## src/rtl/vmem_text_writer.sv

```systemverilog
// vmem_text_writer: character-stream front end for the character video memory.
// Accepts ASCII bytes over valid/ready, keeps a text cursor, turns printable
// bytes into one-cycle memory writes and interprets CR, LF, BS and FF.
// Ports:
//   clk, rst_n          clock, asynchronous active-low reset
//   in_data/in_valid    byte from the text source
//   in_ready            byte can be accepted this cycle (combinational)
//   vm_rw/row/col/data  write port to videomem (rw=1 means write)
//   cur_row/cur_col     current cursor position
//   busy                full-screen clear in progress
module vmem_text_writer #(
  parameter int unsigned COLS           = 160,
  parameter int unsigned ROWS           = 60,
  parameter logic [7:0]  FILL_CHAR      = 8'd32,
  parameter bit          CLEAR_ON_RESET = 1'b1
) (
  input  logic       clk,
  input  logic       rst_n,
  input  logic [7:0] in_data,
  input  logic       in_valid,
  output logic       in_ready,
  output logic       vm_rw,
  output logic [7:0] vm_row,
  output logic [7:0] vm_col,
  output logic [7:0] vm_data,
  output logic [7:0] cur_row,
  output logic [7:0] cur_col,
  output logic       busy
);

  localparam int unsigned CW      = 8;
  localparam logic [CW-1:0] COL_MAX = CW'(COLS - 1);
  localparam logic [CW-1:0] ROW_MAX = CW'(ROWS - 1);

  localparam logic [7:0] CH_BS = 8'h08;
  localparam logic [7:0] CH_LF = 8'h0A;
  localparam logic [7:0] CH_FF = 8'h0C;
  localparam logic [7:0] CH_CR = 8'h0D;

  typedef enum logic {IDLE = 1'b0, CLEAR = 1'b1} state_t;
  localparam state_t RST_STATE = CLEAR_ON_RESET ? CLEAR : IDLE;

  state_t        state_q, state_d;
  logic [CW-1:0] clr_row_q, clr_row_d;
  logic [CW-1:0] clr_col_q, clr_col_d;
  logic          vm_rw_d;
  logic [CW-1:0] vm_row_d, vm_col_d, cur_row_d, cur_col_d;
  logic [7:0]    vm_data_d;

  logic          accept_c;
  logic          printable_c;
  logic          clr_last_c;
  logic [CW-1:0] row_inc_c;

  assign in_ready    = (state_q == IDLE) && rst_n;
  assign busy        = (state_q == CLEAR);
  assign accept_c    = in_valid && in_ready;
  assign printable_c = (in_data >= 8'h20) && (in_data <= 8'h7E);
  assign clr_last_c  = (clr_row_q == ROW_MAX) && (clr_col_q == COL_MAX);
  // Next row with wrap to the top (no scrolling).
  assign row_inc_c   = (cur_row == ROW_MAX) ? '0 : cur_row + 8'd1;

  // State and all registered outputs.
  always_ff @(posedge clk or negedge rst_n) begin
    if (!rst_n) begin
      state_q   <= RST_STATE;
      clr_row_q <= '0;
      clr_col_q <= '0;
      vm_rw     <= 1'b0;
      vm_row    <= '0;
      vm_col    <= '0;
      vm_data   <= '0;
      cur_row   <= '0;
      cur_col   <= '0;
    end else begin
      state_q   <= state_d;
      clr_row_q <= clr_row_d;
      clr_col_q <= clr_col_d;
      vm_rw     <= vm_rw_d;
      vm_row    <= vm_row_d;
      vm_col    <= vm_col_d;
      vm_data   <= vm_data_d;
      cur_row   <= cur_row_d;
      cur_col   <= cur_col_d;
    end
  end

  // Next-state logic.
  always_comb begin
    state_d = state_q;
    case (state_q)
      IDLE:  if (accept_c && (in_data == CH_FF)) state_d = CLEAR;
      CLEAR: if (clr_last_c) state_d = IDLE;
    endcase
  end

  // Write port, cursor and clear-counter updates.
  always_comb begin
    vm_rw_d   = 1'b0;
    vm_row_d  = vm_row;
    vm_col_d  = vm_col;
    vm_data_d = vm_data;
    cur_row_d = cur_row;
    cur_col_d = cur_col;
    clr_row_d = clr_row_q;
    clr_col_d = clr_col_q;
    case (state_q)
      CLEAR: begin
        vm_rw_d   = 1'b1;
        vm_row_d  = clr_row_q;
        vm_col_d  = clr_col_q;
        vm_data_d = FILL_CHAR;
        if (clr_last_c) begin
          clr_row_d = '0;
          clr_col_d = '0;
          cur_row_d = '0;
          cur_col_d = '0;
        end else if (clr_col_q == COL_MAX) begin
          clr_col_d = '0;
          clr_row_d = clr_row_q + 8'd1;
        end else begin
          clr_col_d = clr_col_q + 8'd1;
        end
      end
      IDLE: begin
        if (accept_c) begin
          if (printable_c) begin
            vm_rw_d   = 1'b1;
            vm_row_d  = cur_row;
            vm_col_d  = cur_col;
            vm_data_d = in_data;
            if (cur_col == COL_MAX) begin
              cur_col_d = '0;
              cur_row_d = row_inc_c;
            end else begin
              cur_col_d = cur_col + 8'd1;
            end
          end else begin
            case (in_data)
              CH_CR: cur_col_d = '0;
              CH_LF: begin
                cur_col_d = '0;
                cur_row_d = row_inc_c;
              end
              CH_BS: begin
                // Erase the cell the cursor moves back onto; no-op at (0,0).
                if (cur_col != '0) begin
                  cur_col_d = cur_col - 8'd1;
                  vm_rw_d   = 1'b1;
                end else if (cur_row != '0) begin
                  cur_row_d = cur_row - 8'd1;
                  cur_col_d = COL_MAX;
                  vm_rw_d   = 1'b1;
                end
                if (vm_rw_d) begin
                  vm_row_d  = cur_row_d;
                  vm_col_d  = cur_col_d;
                  vm_data_d = FILL_CHAR;
                end
              end
              default: ;
            endcase
          end
        end
      end
    endcase
  end

endmodule

```

## config.mk

```make
export PLATFORM = sky130hd
export DESIGN_NAME = vmem_text_writer
export DESIGN_NICKNAME = d
export VERILOG_FILES = /design/src/rtl/vmem_text_writer.sv
export SDC_FILE = /design/constraint.sdc
export NUM_CORES = 1
export LEC_CHECK = 0
export ABC_AREA = 1
export BUFFER_PORTS_ARGS = -buffer_cell sky130_fd_sc_hd__buf_4
export CAP_MARGIN = 15
export CORE_ASPECT_RATIO = 2
export CORE_MARGIN = 1
export CORE_UTILIZATION = 55
export DETAILED_ROUTE_END_ITERATION = 8
export PLACE_DENSITY = 0.77
export SYNTH_ARGS = -nofsm -noshare
export SYNTH_HDL_FRONTEND = slang
export SYNTH_SLANG_ARGS = --single-unit
```

## constraint.sdc

```tcl
create_clock -name clk -period 2 [get_ports clk]
set_input_delay 0.4 -clock clk [delete_from_list [all_inputs] [get_ports clk]]
set_output_delay 0.4 -clock clk [all_outputs]
set_load 0.05 [all_outputs]
```

==> results of run 1 <==
[cell usage in the layout (no fill, tap or decap), types with 3 or more instances in the layout]
master / instances
a21oi_1: 14
buf_4: 83
clkbuf_16: 9
dfrtp_1: 55
ha_1: 7
inv_1: 44
inv_2: 5
nand2_1: 224
nand2_2: 12
nand2_4: 5
nand3_1: 55
nand3_2: 6
nand4_1: 6
nor2_1: 49
nor2_2: 7
nor2_4: 5
nor3_1: 6
o21ai_0: 28
o21ai_1: 8
or2_2: 3
xor2_1: 8
[cell type report]
type / instances / area, µm² / share of cell area, %
Clock buffer: 12 / 256.5 / 5.096
Clock inverter: 4 / 73.82 / 1.467
Inverter: 52 / 197.7 / 3.927
Multi-Input combinational cell: 462 / 2281 / 45.31
Sequential cell: 58 / 1455 / 28.91
Tap cell: 92 / 115.1 / 2.287
Timing Repair Buffer: 85 / 654.4 / 13.00
[repair_timing]
item / 4_1_cts / 5_1_grt
resized for setup: 0 / 5
buffers inserted: 0 / 8
setup endpoints to repair: 0 / 21
[metal layers]
| layer | GRT usage [%] | part of all wire, % | vias up | wire [µm] |
|---|---|---|---|---|
| met5 | 0 | 0 | - | 0 |
| met4 | 24.42 | 7.0 | 0 | 843 |
| met3 | 5.678 | 4.2 | 66 | 510 |
| met2 | 60.94 | 53 | 160 | 6463 |
| met1 | 34.18 | 35 | 1943 | 4282 |
| li1 | - | - | 2031 | - |
[worst max-delay path, delay by kind of cell (launching register included)]
| kind | cells | cell delay (ns) |
|---|---|---|
| AND/OR/NAND/NOR | 7 | 1.02 |
| flip-flops | 1 | 0.67 |
| buffers and inverters | 1 | 0.14 |
[cell families after synthesis]
family / after synthesis / share of synthesized area, %
xor gates and xnor gates: 10 / 2.152
adders and majority gates: 7 / 2.152
and+or+nand+nor: 389 / 44.02
buffers and inverters: 70 / 8.638
AOI/OAI and AO/OA: 56 / 7.347
DFF: 58 / 35.69
[worst paths after layout]
kind	start	to	slack [ns]	cells past startpoint
worst max-delay path	busy	cur_col[5]	0.11	8
worst min-delay path	rst_n	vm_data[3]	0.23	2
worst max register to register	busy	cur_col[5]	0.11	8
worst min register to register	vm_col[5]	vm_col[5]	0.48	2
max in group asynchronous	rst_n	cur_row[0]	1.19	2
min in group clk	in_data[3]	vm_data[3]	0.36	3
[where the power goes]
part	leakage (nW)	switching (mW)	internal [mW]
sequential	0.769	0	1.18
clock	0.163	0.539	1.16
combinational	1.72	0.0524	0.0226
total	2.65	0.591	2.35
[sequential cells by signal (all words and copies together), names as in the netlist]
register,cells
clr_col_q,8
clr_row_q,8
cur_col,8
cur_row,8
vm_col,8
vm_data,8
vm_row,8
busy,1
vm_rw,1
[metrics by stage]
stage               setup TNS (ns)  setup WS [ns]
floorplan                        0        0.05186
global placement                 0         0.1290
detailed placement               0        0.09283
CTS                              0        0.05098
global route              -0.02099       -0.01122
finish                           0         0.1123
==> key figures, run 1 <==
Layout
  • Fill count: 602
  • Number of diodes: 0
  • Layout cells sized above 1: 23.03%
  • Post-layout util: 69.80%
  • Nets: 686
  • Finished Layout Cells: 765
  • Post-layout instance area: 5034 µm²
  • Area Overhead vs Synth: 23.67%

Worst setup path
  • Critical Path Max Stage Delay: 0.67 ns
  • CP max FO: 9
  • Type of the worst setup path: register to register
  • Worst setup EP type: register
  • CP arrival: 2.16 ns
  • Crit-path slowest cell: dfstp_2
  • Worst setup SP type: register
  • Worst Path Required: 2.27 ns
  • Crit-path most repeated cell: nand2_1
  • Worst path cell trace: nor2_2 > nand2_1 > nand2_1 > nand2_2 > clkinv_1 > nand2_1 > nand2_1 > nand2_1

GRT
  • Initial antenna violation count: 0
  • Gr usage total: 33.52%
  • Global-route wire length before repair: 19740 µm
  • Vias in the first global route: 4163
  • Grt ovf: 0
  • Largest net degree at the start of global routing: 59

Pwr
  • Peak VDD IR: 0.5544 mV
  • Pleak: 2.647 nW
  • P per Cell Area: 585.3 nW/µm²
  • Pwr Total: 2.946 mW

STA
  • Fin. Hold Viols: 0
  • Min Tclk post-route: 1.888 ns
  • RSZ-0062 raised after global routing: yes
  • Max frequency: 0.5297 GHz
  • Final setup viols: 0
  • Worst-Margin Slew: 0.7750 ns
  • Rel. slew slack: 48.33%
  • Min Hold Slack: 0.2281 ns
  • Final Cycle Share: 94.39%
  • Slew Viols, Final: 0
  • Clock Skews: 0.004029 ns

Placed design
  • Cell Area, Placed: 4611 µm²
  • IO buf count: 53
  • Dpl cells: 741
  • DP HPWL: 8978 µm
  • Routability-driven placement congestion ratio: 0.9476

Yosys
  • Synth Cell Area: 4070 µm²
  • Yosys warns: 0
  • Synth top area cells: dfrtp_1 35%, nand2_1 21%, nand3_1 6.8%, nor2_1 4.6%, inv_1 4.1%
  • Sequential-to-total area share from yosys stat: 35.69%
  • Mapped Cells: 590
  • Yosys reg bits: 58
  • Ys async rst share: 100.0%
  • Synth cell count leaders: 224 x nand2_1, 57 x dfrtp_1, 55 x nand3_1
  • Mean Syn Cell Area: 6.899 µm²
  • Cell variety after synth: 40
  • Top FF cell, synth: dfrtp_1
  • Top cell type's share of synthesized area: 35.04%
  • EDFF count, synth: 0
  • Cell with the most instances after synthesis: nand2_1
  • Post-Syn Nets: 608
  • Cell taking the most area after synthesis: dfrtp_1

Status
  • Status: finished, final reports clean

Routing
  • Via Count: 4200
  • Final wirelength: 12100 µm
  • Drt wl/cell: 15.82 µm
  • Drt pass-1 iters: 5
  • DR vias/cell: 5.490
  • DR iter-0 viols: 328
  • ANT nets after route: 0
  • Drt drc: 0

Clocking
  • Clock root buffer: clkbuf_16
  • CTS Buffer Depth: 2
  • Clk_lat worst skew: 0.33 ns
  • H-tree levels: 3
  • Reg clk slew, reported paths: 0.05 ns
  • CTS Hold Bufs: 0
  • CTS tree: yes
  • CTS buffer count: 9
  • CTS Sinks: 58

Floorplan
  • Die ar.: 7769 µm²
  • Die Y: 123.7 µm
  • I/O Pins: 54
  • Initial Util: 56.44%
  • Placeable Area: 7212 µm²
  • Rows: 44
  • Die width: 62.83 µm

Run
  • Max cap viols: 0

Hold path
  • Hold crit path type: input pin to async pin
No activity file was read; power rests on OpenSTA's default activity.
==> run 2, diff against run 1 <==
--- a/config.mk
+++ b/config.mk
@@ -8,8 +8,7 @@
 export ABC_AREA = 1
 export BUFFER_PORTS_ARGS = -buffer_cell sky130_fd_sc_hd__buf_4
 export CAP_MARGIN = 15
-export CORE_ASPECT_RATIO = 2
-export CORE_MARGIN = 1
+export CORE_MARGIN = 5
 export CORE_UTILIZATION = 55
 export DETAILED_ROUTE_END_ITERATION = 8
 export PLACE_DENSITY = 0.77
==> key figures, run 2 (synthesis results as in run 1) <==
Layout
  • Commonest non-fill, non-tap cell in the layout: nand2_1 (unchanged)
  • Layout cells sized above 1: 21.33% (was 23.03%)
  • Most frequent cells in the layout: 224 x nand2_1, 73 x buf_4, 56 x dfrtp_1 (was 224 x nand2_1, 83 x buf_4, 55 x nand3_1, 55 x dfrtp_1, 49 x nor2_1)
  • Nets: 674 (was 686)
  • Number of diodes: 0 (unchanged)
  • Fill count: 671 (was 602)
  • Area Overhead vs Synth: 18.14% (was 23.67%)

GRT
  • Grt ovf: 0 (unchanged)
  • Vias in the first global route: 3791 (was 4163)
  • Global-route wire length before repair: 18130 µm (was 19740 µm)
  • Initial antenna violation count: 0 (unchanged)
  • Largest net degree at the start of global routing: 59 (unchanged)
  • Gr usage total: 25.57% (was 33.52%)

STA
  • Fin. Hold Viols: 0 (unchanged)
  • Final setup viols: 0 (unchanged)
  • Slew Viols, Final: 0 (unchanged)
  • Min Tclk post-route: 1.904 ns (was 1.888 ns)
  • Worst-Margin Slew: 0.7276 ns (was 0.7750 ns)
  • Rel. slew slack: 51.49% (was 48.33%)
  • Clock Skews: 0.01088 ns (was 0.004029 ns)
  • Max frequency: 0.5252 GHz (was 0.5297 GHz)
  • Sum Neg Setup Slack: 0 ns (unchanged)
  • Slack of the critical path: 0.09579 ns (was 0.1123 ns)
  • RSZ-0062 raised after global routing: no (was yes)
  • Final Cycle Share: 95.21% (was 94.39%)

Floorplan
  • Initial Util: 56.42% (was 56.44%)
  • Die Y: 96.03 µm (was 123.7 µm)
  • Die ar.: 9221 µm² (was 7769 µm²)
  • Die width: 96.03 µm (was 62.83 µm)
  • Placeable Area: 7214 µm² (was 7212 µm²)
  • Rows: 31 (was 44)
  • I/O Pins: 54 (unchanged)

Routing
  • DR iter-0 viols: 271 (was 328)
  • Via Count: 4145 (was 4200)
  • Drt wl/cell: 14.96 µm (was 15.82 µm)
  • DR vias/cell: 5.454 (was 5.490)
  • ANT nets after route: 0 (unchanged)
  • Final wirelength: 11370 µm (was 12100 µm)
  • Drt pass-1 iters: 5 (unchanged)
  • Drt drc: 0 (unchanged)

Pwr
  • P per Cell Area: 516.7 nW/µm² (was 585.3 nW/µm²)
  • Pleak: 2.525 nW (was 2.647 nW)
  • Peak VDD IR: 0.3136 mV (was 0.5544 mV)

Worst setup path
  • CP arrival: 1.50 ns (was 2.16 ns)
  • Worst setup EP type: output pin (was register)
  • Worst Path Required: 1.60 ns (was 2.27 ns)
  • Worst setup SP type: register (unchanged)
  • FF-to-FF path depth: 9 (was 8)
  • CP max FO: 11 (was 9)
  • Type of the worst setup path: register to output pin (was register to register)

Clocking
  • CTS Sinks: 58 (unchanged)
  • Clock root buffer: clkbuf_8 (was clkbuf_16)
  • Cts repair resizes: 0 (unchanged)
  • H-tree levels: 3 (unchanged)
  • CTS Buffer Depth: 2 (unchanged)
  • Clk_lat worst skew: 0.34 ns (was 0.33 ns)
  • CTS Hold Bufs: 0 (unchanged)
  • CTS tree: yes (unchanged)
  • Reg clk slew, reported paths: 0.07 ns (was 0.05 ns)
  • CTS buffer count: 9 (unchanged)
  • Post-CTS Setup Bufs: 0 (unchanged)

Run
  • Max cap viols: 0 (unchanged)

Status
  • Status: finished, final reports clean (unchanged)

Placed design
  • IO buf count: 53 (unchanged)
  • Setup slack at placement: 0.1780 ns (was 0.09283 ns)
  • Routability-driven placement congestion ratio: 0.9372 (was 0.9476)
  • DP HPWL: 8619 µm (was 8978 µm)

Hold path
  • Hold crit path type: input pin to async pin (unchanged)
[run 2: cell count changes in the layout (fill, tap and decap cells not counted), sizes merged]
cell      before  now
buf           85   73
clkbuf        12   11
clkinvlp       0    1
[run 2: worst paths after layout]
kind                                 start          to  slack (ns)
worst max-delay path                  busy        busy         0.1
worst min-delay path                 rst_n  cur_col[3]        0.20
worst max register to register  cur_col[0]   vm_col[7]        0.14
max in group asynchronous            rst_n  cur_row[0]        1.25
worst min register to register   vm_col[2]   vm_col[2]        0.48
min in group clk                in_data[4]  vm_data[4]        0.36
[run 2: final cells by class]
cell class,count,area (µm²),share of cell area [%]
Clock buffer,11,141.4,2.940
Clock inverter,5,77.57,1.613
Inverter,52,197.7,4.111
Multi-Input combinational cell,462,2266,47.12
Sequential cell,58,1454,30.24
Tap cell,99,123.9,2.576
Timing Repair Buffer,73,548.0,11.40
[run 2: critical path, stage by stage, from the launching register on]
cell and delay, ns:
dfstp_2 0.68, buf_4 0.26, buf_4 0.23
[run 2: through the flow]
| step | hold slack [ns] | instance area (µm²) | util, % | cells | power (mW) |
|---|---|---|---|---|---|
| 2_1_floorplan | 0.1044 | 4071 | - | 590 | 1.222 |
| 3_3_place_gp | 0.4686 | 4589 | 63.61 | 744 | 1.271 |
| 3_5_place_dp | 0.4677 | 4589 | 63.61 | 744 | 1.272 |
| 4_1_cts | 0.2438 | 4808 | 66.65 | 760 | 2.493 |
| 5_1_grt | 0.2927 | 4808 | 66.65 | 760 | 2.555 |
| 6_report | 0.2024 | 4808 | 66.65 | 760 | 2.485 |
[run 2: layer usage]
layer / routed length (µm) / vias to the layer above / GRT usage (%)
li1: - / 1999 / -
met1: 4835 / 1933 / 32.90
met2: 5278 / 182 / 42.04
met3: 879 / 31 / 4.066
met4: 378 / 0 / 11.73
met5: 0 / - / 0
[run 2: where the power goes]
group	total [mW]	switching (mW)	internal [mW]	leakage [nW]
combinational	0.0761	0.0536	0.0224	1.64
sequential	1.17	0	1.17	0.771
clock	1.24	0.504	0.732	0.109
total	2.48	0.558	1.93	2.52
==> run 3, diff against run 2 <==
==> constraint.sdc (replaced) <==
create_clock -name clk -period 1.8 [get_ports clk]
set_input_delay 0.36 -clock clk [delete_from_list [all_inputs] [get_ports clk]]
set_output_delay 0.36 -clock clk [all_outputs]
set_load 0.05 [all_outputs]
==> key figures, run 3 (synthesis results as in run 1) <==
Worst setup path
  • Worst Path Required: 2.04 ns (was 1.60 ns)
  • Type of the worst setup path: register to register (was register to output pin)
  • Worst setup SP type: register (unchanged)
  • CP arrival: 2.01 ns (was 1.50 ns)
  • Worst setup EP type: register (was output pin)
  • CP max FO: 7 (was 11)
  • FF-to-FF path depth: 11 (was 9)

Clocking
  • CTS Buffer Depth: 2 (unchanged)
  • CTS tree: yes (unchanged)
  • H-tree levels: 3 (unchanged)
  • CTS Hold Bufs: 0 (unchanged)
  • Reg clk slew, reported paths: 0.07 ns (about the same)
  • Clock root buffer: clkbuf_8 (unchanged)
  • CTS Sinks: 58 (unchanged)
  • CTS buffer count: 9 (unchanged)
  • Clk_lat worst skew: 0.35 ns (was 0.34 ns)

Pwr
  • Clk pwr share: 47.5% (was 49.7%)
  • P per Cell Area: 509.3 nW/µm² (was 516.7 nW/µm²)
  • P_sw: 613.3 µW (was 557.6 µW)
  • Pleak: 2.683 nW (was 2.525 nW)
  • Power Internal: 2.035 mW (was 1.927 mW)
  • Logic pwr share: 3.3% (was 3.1%)
  • Switching Share: 23.15% (was 22.44%)
  • Peak VDD IR: 0.4419 mV (was 0.3136 mV)
  • Reg power frac: 49.2% (was 47.2%)

Floorplan
  • Rows: 31 (unchanged)
  • Initial Util: 56.42% (unchanged)
  • Die Y: 96.03 µm (unchanged)
  • Die width: 96.03 µm (unchanged)
  • Placeable Area: 7214 µm² (unchanged)
  • I/O Pins: 54 (unchanged)
  • Die ar.: 9221 µm² (unchanged)

STA
  • Slew Viols, Final: 0 (unchanged)
  • Final Cycle Share: 98.33%
  • Clock Skews: 0.01230 ns (was 0.01088 ns)
  • Fin. Hold Viols: 0 (unchanged)
  • RSZ-0062 raised after global routing: yes (was no)
  • Min Hold Slack: 0.2038 ns (was 0.2024 ns)
  • Rel. slew slack: 49.48% (was 51.49%)
  • Worst-Margin Slew: 0.7578 ns (was 0.7276 ns)
  • Final setup viols: 0 (unchanged)
  • Sum Neg Setup Slack: 0 ns (unchanged)
  • Max frequency: 0.5650 GHz
  • Min Tclk post-route: 1.770 ns

Routing
  • DR iter-0 viols: 364 (was 271)
  • Drt drc: 0 (unchanged)
  • Final wirelength: 12290 µm (was 11370 µm)
  • Drt wl/cell: 15.56 µm (was 14.96 µm)
  • Drt pass-1 iters: 5 (unchanged)
  • ANT nets after route: 0 (unchanged)
  • DR vias/cell: 5.532 (was 5.454)
  • Via Count: 4370 (was 4145)

Layout
  • Nets: 704 (was 674)
  • Number of diodes: 0 (unchanged)
  • Most frequent cells in the layout: 219 x nand2_1, 96 x buf_4, 54 x nand3_1 (was 224 x nand2_1, 73 x buf_4, 56 x dfrtp_1)
  • Area Overhead vs Synth: 27.79% (was 18.14%)
  • Layout cells sized above 1: 28.80% (was 21.33%)
  • Commonest non-fill, non-tap cell in the layout: nand2_1 (unchanged)

Run
  • Max cap viols: 0 (unchanged)

GRT
  • Gr usage total: 26.98% (was 25.57%)
  • Grt ovf: 0 (unchanged)
  • Largest net degree at the start of global routing: 59 (unchanged)
  • Initial antenna violation count: 0 (unchanged)
  • Global-route wire length before repair: 19150 µm (was 18130 µm)
  • Vias in the first global route: 4109 (was 3791)

Placed design
  • DP HPWL: 8804 µm (was 8619 µm)
  • Routability-driven placement congestion ratio: 0.9623 (was 0.9372)
  • IO buf count: 53 (unchanged)

Status
  • Status: finished, final reports clean (unchanged)

Hold path
  • Hold crit path type: input pin to async pin (unchanged)
[run 3: cell count changes in the layout (fill, tap and decap cells not counted), moves of 4 or more]
| cell | previous run | this run |
|---|---|---|
| buf_4 | 73 | 96 |
| o21ai_0 | 28 | 21 |
| dfrtp_1 | 56 | 52 |
| a21oi_1 | 14 | 10 |
| nand2_2 | 13 | 18 |
| nor2_1 | 50 | 43 |
| nor2_2 | 6 | 13 |
| o21ai_1 | 8 | 15 |
| nand2_1 | 224 | 219 |
| dfrtp_2 | 1 | 5 |
[run 3: worst paths after layout]
check | end | startpoint | slack (ns)
max in group asynchronous | cur_row[0] | rst_n | 1.04
worst max register to register | vm_col[1] | cur_row[0] | 0.03
worst min-delay path | vm_row[6] | rst_n | 0.20
worst min register to register | vm_col[3] | vm_col[3] | 0.49
min in group clk | busy | in_valid | 0.26
worst max-delay path | vm_col[1] | cur_row[0] | 0.03
[run 3: stage by stage]
step           util [%]  setup WS (ns)  area [µm²]  power (mW)  instances
6_report          72.10        0.03001        5201       2.649        790
5_1_grt           72.10        -0.1085        5201       2.728        790
4_1_cts           68.37        0.01279        4932       2.657        774
3_5_place_dp      65.44        0.01652        4721       1.415        757
3_3_place_gp      65.44        0.04822        4721       1.413        757
2_1_floorplan         -       0.002571        4084       1.358        590
[run 3: worst max-delay path, stage by stage, from the launching register on]
cell     delay [ns]
dfrtp_2        0.43
inv_1          0.12
ha_4           0.16
nand3_1        0.12
inv_2          0.09
nand2_2        0.12
o21ai_0        0.21
nand2_1        0.13
nand2_1        0.08
nand3_1        0.10
nand2_1        0.08
nand2_1        0.04
[run 3: timing repair]
item / 4_1_cts / 5_1_grt
pin swaps: 2 / 12
setup buffers: 1 / 13
setup endpoints to repair: 3 / 44
gates cloned: 0 / 3
gates resized for setup: 0 / 38
[run 3: routing by layer]
layer	vias to the layer above	track usage, %	part of all wire [%]
li1	2076	-	-
met1	2053	35.26	41
met2	193	43.47	47
met5	-	0	0
met4	0	11.85	3.9
met3	48	5.004	7.5
[run 3: cell type report]
class	count	area, µm²
multi-input combinational	464	2397
fill	595	2013
sequential	58	1459
timing repair buffer	101	817.0
inverter	52	200.2
clock buffer	11	151.4
tap	99	123.9
clock inverter	5	52.55
[run 3: power groups by stage]
stage | clock network [mW] | registers, mW | logic, mW
final | 1.26 | 1.30 | 0.0869
after detailed placement | 0 | 1.33 | 0.0870
after global placement | 0 | 1.33 | 0.0853
after global routing | 1.33 | 1.30 | 0.0983
after floorplan | 0 | 1.33 | 0.0299
after CTS | 1.27 | 1.30 | 0.0877
